### config.mk
export PLATFORM = sky130hd
export DESIGN_NAME = datastream_tx_arbiter_flat
export DESIGN_NICKNAME = d
export VERILOG_FILES = /design/src/rtl/datastream_tx_arbiter_if.sv /design/src/rtl/datastream_tx_arbiter.sv /design/src/flat_wrapper.sv
export SDC_FILE = /design/constraint.sdc
export NUM_CORES = 1
export LEC_CHECK = 0
export CAP_MARGIN = 20
export CORE_MARGIN = 5
export CORE_UTILIZATION = 48
export CTS_CLUSTER_DIAMETER = 80
export DETAILED_ROUTE_END_ITERATION = 12
export PLACE_DENSITY = 0.85
export SYNTH_ARGS = -nofsm -noshare
export SYNTH_HDL_FRONTEND = slang
export SYNTH_SLANG_ARGS = --single-unit
export TNS_END_PERCENT = 1
### constraint.sdc
create_clock -name clock -period 3.2 [get_ports clock]
set_clock_uncertainty 0.15 [all_clocks]
set_input_delay 0.64 -clock clock [delete_from_list [all_inputs] [get_ports clock]]
set_output_delay 0.64 -clock clock [all_outputs]
set_load 0.02 [all_outputs]
### src/rtl/datastream_tx_arbiter_if.sv
// Stream request and UART byte handshake bundle for the datastream TX arbiter.
// master = arbiter side, slave = stream producers plus UART transmitter.
interface datastream_tx_arbiter_if;
  logic [3:0]  req_valid;
  logic [63:0] req_data;
  logic [3:0]  req_ack;
  logic        uart_start;
  logic [7:0]  uart_data;
  logic        uart_done;

  modport master (
    input  req_valid, req_data, uart_done,
    output req_ack, uart_start, uart_data
  );

  modport slave (
    output req_valid, req_data, uart_done,
    input  req_ack, uart_start, uart_data
  );
endinterface

### src/rtl/datastream_tx_arbiter.sv
// Round-robin arbiter serialising 16-bit stream words into UART bytes, with an idle rest gap after each byte.
// Optional macro STREAM_TAG_EN prefixes each word with an ASCII stream-id tag byte ('0'..'3').
module datastream_tx_arbiter #(
  parameter int unsigned              TIMER_WIDTH = 10,
  parameter logic [TIMER_WIDTH-1:0]   REST_CYCLES = 10'd385
) (
  input  logic                           clock,
  input  logic                           reset,
  input  logic                           enable,
  input  logic                           bt_state,
  datastream_tx_arbiter_if.master        bus,
  output logic                           busy,
  output logic [1:0]                     grant_id,
  output logic [3:0]                     curr_state
);

  typedef enum logic [3:0] {
    S_IDLE      = 4'h0,
    S_CAPTURE   = 4'h1,
    S_LOAD_BYTE = 4'h2,
    S_SEND      = 4'h3,
    S_REST      = 4'h4
  } state_t;

  localparam logic [TIMER_WIDTH-1:0] REST_LAST = REST_CYCLES - 1'b1;
`ifdef STREAM_TAG_EN
  localparam logic [1:0] LAST_BYTE = 2'd2;
`else
  localparam logic [1:0] LAST_BYTE = 2'd1;
`endif

  state_t                 r_state;
  logic [15:0]            r_word;
  logic [1:0]             r_last_grant;
  logic [1:0]             r_byte_idx;
  logic [TIMER_WIDTH-1:0] r_timer;

  logic       w_found;
  logic [1:0] w_win;
  logic [1:0] w_cand;
  logic [7:0] w_byte;

  // Search begins one past the last winner, so the last winner has lowest priority.
  always_comb begin
    w_found = 1'b0;
    w_win   = r_last_grant;
    w_cand  = '0;
    for (int k = 1; k <= 4; k++) begin
      w_cand = r_last_grant + 2'(k);
      if (!w_found && bus.req_valid[w_cand]) begin
        w_found = 1'b1;
        w_win   = w_cand;
      end
    end
  end

`ifdef STREAM_TAG_EN
  always_comb begin
    case (r_byte_idx)
      2'd0:    w_byte = 8'h30 + {6'd0, grant_id};
      2'd1:    w_byte = r_word[15:8];
      default: w_byte = r_word[7:0];
    endcase
  end
`else
  always_comb begin
    w_byte = (r_byte_idx == 2'd0) ? r_word[15:8] : r_word[7:0];
  end
`endif

  always_ff @(posedge clock) begin
    if (reset) begin
      r_state        <= S_IDLE;
      r_word         <= '0;
      r_last_grant   <= 2'd3;
      r_byte_idx     <= '0;
      r_timer        <= '0;
      bus.req_ack    <= '0;
      bus.uart_start <= 1'b0;
      bus.uart_data  <= 8'h00;
      busy           <= 1'b0;
      grant_id       <= 2'd0;
    end else begin
      bus.req_ack <= '0;
      case (r_state)
        S_IDLE: begin
          if (enable && bt_state && w_found) begin
            r_state      <= S_CAPTURE;
            r_word       <= bus.req_data[{w_win, 4'b0000} +: 16];
            grant_id     <= w_win;
            r_last_grant <= w_win;
            bus.req_ack  <= 4'b0001 << w_win;
            busy         <= 1'b1;
          end
        end
        S_CAPTURE: begin
          r_byte_idx <= '0;
          r_state    <= S_LOAD_BYTE;
        end
        S_LOAD_BYTE: begin
          bus.uart_data  <= w_byte;
          bus.uart_start <= 1'b1;
          r_state        <= S_SEND;
        end
        S_SEND: begin
          if (bus.uart_done) begin
            bus.uart_start <= 1'b0;
            r_timer        <= '0;
            r_state        <= S_REST;
          end
        end
        S_REST: begin
          // Enable/bt_state are not consulted here: an acked word always completes.
          if (r_timer == REST_LAST) begin
            if (r_byte_idx != LAST_BYTE) begin
              r_byte_idx <= r_byte_idx + 2'd1;
              r_state    <= S_LOAD_BYTE;
            end else begin
              busy    <= 1'b0;
              r_state <= S_IDLE;
            end
          end else begin
            r_timer <= r_timer + 1'b1;
          end
        end
        default: begin
          bus.uart_start <= 1'b0;
          busy           <= 1'b0;
          r_state        <= S_IDLE;
        end
      endcase
    end
  end

  assign curr_state = r_state;

endmodule

### src/flat_wrapper.sv
// flat-port wrapper written by rule: the top's interface ports become plain ports
module datastream_tx_arbiter_flat 
#(
  parameter int unsigned              TIMER_WIDTH = 10,
  parameter logic [TIMER_WIDTH-1:0]   REST_CYCLES = 10'd385
)
  (clock, reset, enable, bt_state, busy, grant_id, curr_state, bus_req_valid, bus_req_data, bus_uart_done, bus_req_ack, bus_uart_start, bus_uart_data);
  datastream_tx_arbiter_if bus_i ();
  input  logic clock;
  input  logic reset;
  input  logic enable;
  input  logic bt_state;
  output logic busy;
  output logic [1:0] grant_id;
  output logic [3:0] curr_state;
  input wire logic [$bits(bus_i.req_valid)-1:0] bus_req_valid;
  input wire logic [$bits(bus_i.req_data)-1:0] bus_req_data;
  input wire logic [$bits(bus_i.uart_done)-1:0] bus_uart_done;
  output wire logic [$bits(bus_i.req_ack)-1:0] bus_req_ack;
  output wire logic [$bits(bus_i.uart_start)-1:0] bus_uart_start;
  output wire logic [$bits(bus_i.uart_data)-1:0] bus_uart_data;
  assign bus_i.req_valid = bus_req_valid;
  assign bus_i.req_data = bus_req_data;
  assign bus_i.uart_done = bus_uart_done;
  assign bus_req_ack = bus_i.req_ack;
  assign bus_uart_start = bus_i.uart_start;
  assign bus_uart_data = bus_i.uart_data;
  datastream_tx_arbiter #(.TIMER_WIDTH(TIMER_WIDTH), .REST_CYCLES(REST_CYCLES)) u_core (.clock(clock), .reset(reset), .enable(enable), .bt_state(bt_state), .bus(bus_i), .busy(busy), .grant_id(grant_id), .curr_state(curr_state));
endmodule
; ---- After elaboration in Yosys (flattened, before gate mapping)
; Cells that the tools add are included.
[totals]
regBits = 50
latchBits = 0
ram_bits = 0
mem_bits_ro = 0
word_cells = 92
n_memories = 0
[op_classes]
n_addsub = 5
mul = 0
div_mod_pow = 0
n_lt_le_gt_ge = 4
n_eq_ne = 12
shift = 2
n_mux = 34
bitwise = 4
n_reduce_logical = 21
[op_table]
columns = op, n
row1 = $shiftx A64 B7 Y16, 1
row2 = $mux W10, 2
row3 = $pmux W10 S2, 1
row4 = $pmux W4 S5, 1
row5 = $mux W2, 7
row6 = $lt A2 B3 Y1 const B, 4
row7 = $mux W1, 12
row8 = $mux W4, 3
row9 = $add A10 B1 Y10 const B, 1
row10 = $eq A10 B9 Y1 const B, 1
row11 = $reduce_and A3 Y1, 3
row12 = $reduce_or A3 Y1, 3
row13 = $bmux W1 S2, 4
row14 = $eq A4 B2 Y1 const B, 2
row15 = $mux W8, 1
row16 = $ne A2 B1 Y1 const B, 4
row17 = $ne A2 B2 Y1 const B, 3
row18 = $pmux W1 S3, 2
row19 = $logic_and A1 B1 Y1, 5
row20 = $add A2 B1 Y2 const B, 2
row21 = $add A2 B2 Y2 const B, 2
row22 = $eq A4 B1 Y1 const B, 1
row23 = $eq A4 B3 Y1 const B, 1
row24 = $logic_not A4 Y1, 1
row25 = 8 further kinds, 15

; ---- Logic depth before layout (Yosys ltp)
[logic_depth]
word_depth = 16
mapped_depth = 7
depth_no_buf = 7

; ---- Worst setup path before layout
; OpenSTA, ideal clock, no wires.
[synth_timing]
kind = input port to flip-flop
from = input bus_req_valid[3]
to = register u_core.r_word[10]
arrival_ns = 1.731
required_ns = 2.917
slack_ns = 1.186
stages = 5
path_buffers = 1
cell_sequence = nor4_2 nor2_1 nand4_2 buf_2 o221ai_1
[synth_between]
elab_chain_len = 14
word_cells_on_any_way = 25
[synth_rtl]
columns = element, line
row1 = "start, declared", flat_wrapper.sv:16  ; input wire logic [$bits(bus_i.req_valid)-1:0] bus_req_valid;
row2 = "parallel branches: the longest is 14 deep, another holds $bmux W1 S2", --
row3 = "end signal, assigned", datastream_tx_arbiter.sv:89  ; r_word <= bus.req_data[{w_win, 4'b0000} +: 16];
row4 = "end, declared", datastream_tx_arbiter.sv:33  ; logic [15:0] r_word;
; Several ways; the timed one is not identified. The select of a mux whose other input is x is not followed.
; A chain may end at the register's enable or synchronous reset.

; ---- Worst setup path after layout
[layout_timing]
from = input bus_req_valid[1]
to = register u_core.r_word[1]
; The elaborated chain is that of the path after synthesis.

==> reports/results.txt <==
Design Area, Final - 3570 µm²
Setup repair after global routing missed its margin - false
Mapped Area - 2550 µm²
WP data arrival - 2.71 ns
Commonest non-fill, non-tap cell in the layout - clkdlybuf4s50_1
Max Transition Viols Final - 0
Fmax - 372 MHz
Final setup vio count - 0
Synth unique cells - 50
Critical path data required time - 3.22 ns
CP Max Fanout - 38
CORE AREA - 5140 µm²
CP max stage delay - 0.77 ns
Pin count of the biggest net entering global routing - 39
Worst Tran Pin Value - 0.951 ns
Number of post-CTS setup repair buffers - 0
Chip height - 82.8 µm
Pint - 1.07 mW
Post-cts sizing count - 0
Top Ports - 93
Final core utilization - 0.694
Area grow syn2layout - 40.2%
Comb pwr share - 0.215
Root Driver - clkbuf_8
Synthesized Nets - 352
Tmin final - 2.69 ns
DR iter-0 viols - 186
Post-placement cell count - 421
CTS buffer count - 5
Crit-path cells - clkdlybuf4s50_1, o21ai_0, o21ai_1, a211o_2, mux2i_1, o221ai_1
CP Class - input port to flip-flop
Hold Fails Final Rpt - 0
Seq/Total Area, Yosys - 0.385
Die area - 6860 µm²
Number of enable flip-flop cells after synthesis - 0
Nets - 435
Final ANT Viol Nets - 0
WL final - 6.55 mm
Synth Area in Compound Gates - 0.158
Tot Pwr - 1.42 mW
Clock Latency Late Sink - 0.30 ns
Crit. End Element - flip-flop
Syn Area/Cell - 9.26 µm²
Xor and xnor fraction of the mapped netlist area - 0.0172
Min-Delay Path Class - flip-flop to flip-flop
Clock power frac - 0.321
# DRC - 0
Commonest cells after routing, fill and taps aside - 91 x clkdlybuf4s50_1, 49 x dfxtp_1, 41 x mux2i_1
Slew HR - 0.366
Clock-pin slew on the worst setup and hold paths - 0.09 ns
Status - completed
Critical path's top delay family - compound AO/OA/AOI/OAI gates
DR vias - 2340
Initial antenna violation count - 0
Static Leak - 1.44 nW
GP Congestion - 0.823
#FFs+latches synth - 49
GRT Overall Usage - 0.193
Power density over cell area - 397 nW/µm²
Chip Width - 82.8 µm
Startpoint types - input port
Post-synthesis simple-gate area fraction - 0.198
Overflow after GRT - 0
CTS Sinks - 49
Dpl hpwl - 5.11 mm
Finished Layout Cells - 429
Layout cells sized above 1 - 0.0585
Post-synthesis mux area share - 0.166
Initial Util - 0.495
Fraction of registers with async set/reset - 0
VDD IR max - 0.000236 V
# rows - 26
Wire per inst - 15.3 µm
Critical path's slowest cell - a211o_2
Maxcap violations - 0
Reg power frac - 0.465
Area after DPL - 3450 µm²
Synth Flop Type - dfxtp_1
CTS tree - yes
P_sw - 0.352 mW
1st-pass router iterations - 4
Final period util - 0.840
Hold_buf cts - 0
Vias in the first global route - 2302
DR vias/cell - 5.45
Largest family of logic cells by synthesized area - simple AND/OR/NAND/NOR gates
H-Tree Depth - 2
Ant. Diodes - 0
Crit path buf inv count - 1
Yosys warnings - 0
Adder-cell share of the synthesized area - 0.0197
Switch share - 0.248
First-pass GRT wire length - 10.9 mm
Setup TNS - 0 ns
Max Root-Sink Buffers - 2
IO Port Bufs - 91
Cells after synthesis - 275
cell type report:
class | count | area (µm²)
Fill cell | 419 | 1570
Tap cell | 70 | 87.6
Sequential cell | 49 | 981
Clock inverter | 1 | 30.0
Clock buffer | 7 | 86.3
Timing Repair Buffer | 92 | 918
Multi-Input combinational cell | 199 | 1430
Inverter | 11 | 41.3
worst min-delay path, stage by stage (launching register included):
cell and delay (ns):
dfxtp_1 0.34, nand2_1 0.05, o221ai_1 0.05
per-layer routing:
metal,vias up,wire (µm),share of wire,track usage
met5,-,0,0,0
met4,0,80,0.012,0.0594
met3,9,487,0.074,0.0644
met2,96,3020,0.46,0.305
met1,1075,2960,0.45,0.248
li1,1160,-,-,-
synthesized netlist by cell type (all sizes together), types with 2 or more instances:
master / n / area, µm²
a211o: 2 / 17.5
a211oi: 11 / 82.6
a21oi: 8 / 40.0
and4b: 2 / 20.0
buf: 11 / 81.3
clkbuf: 5 / 18.8
dfxtp: 49 / 981
ha: 4 / 50.1
inv: 11 / 41.3
mux2i: 41 / 410
nand2: 26 / 97.6
nand2b: 2 / 12.5
nand3: 4 / 20.0
nand4: 3 / 25.0
nor2: 35 / 141
nor2b: 2 / 12.5
nor3: 7 / 40.0
nor3b: 2 / 20.0
o21ai: 8 / 40.0
o221ai: 16 / 159
or3: 4 / 25.0
xnor2: 4 / 35.0
final timing paths:
check,startpoint,end,slack [ns],cells after the start
setup / recovery,bus_req_valid[1],u_core.r_word[1],0.51,6
hold / removal,u_core.r_word[11],u_core.r_word[11],0.32,2
setup reg to reg,u_core.r_last_grant[0],u_core.r_word[1],1.02,5
hold reg to reg,u_core.r_word[11],u_core.r_word[11],0.32,2
power by group through the flow:
stage	Clock [mW]	Sequential, mW	Combinational (mW)
2_1_floorplan	0	0.678	0.169
3_3_place_gp	0	0.672	0.298
3_5_place_dp	0	0.674	0.305
4_1_cts	0.466	0.659	0.306
5_1_grt	0.491	0.663	0.330
6_report	0.455	0.659	0.304
flip-flops by register name, indices dropped and copies added, names as in the netlist:
| register | cells |
|---|---|
| u_core.bus.uart_data | 8 |
| u_core.busy | 1 |
| u_core.bus.req_ack | 4 |
| u_core.r_timer | 10 |
| u_core.r_last_grant | 2 |
| u_core.r_byte_idx | 2 |
| u_core.grant_id | 2 |
| u_core.bus.uart_start | 1 |
| u_core.r_word | 16 |
| u_core.curr_state | 3 |
per-stage QoR:
stage	hold WS [ns]	worst slack, ns
after global placement	0.299	0.261
after detailed placement	0.296	0.209
final	0.322	0.513
after floorplan	0.282	1.19
after global routing	0.354	0.360
after CTS	0.318	0.528
cells by family after synthesis:
group,Yosys count
xor+xnor,5
flops,49
buf+inv,27
fa+ha+maj,4
other cells,1
mux,42
simple gates,94
compound gates,53
Note: power is estimated with default switching activity, not from simulation.
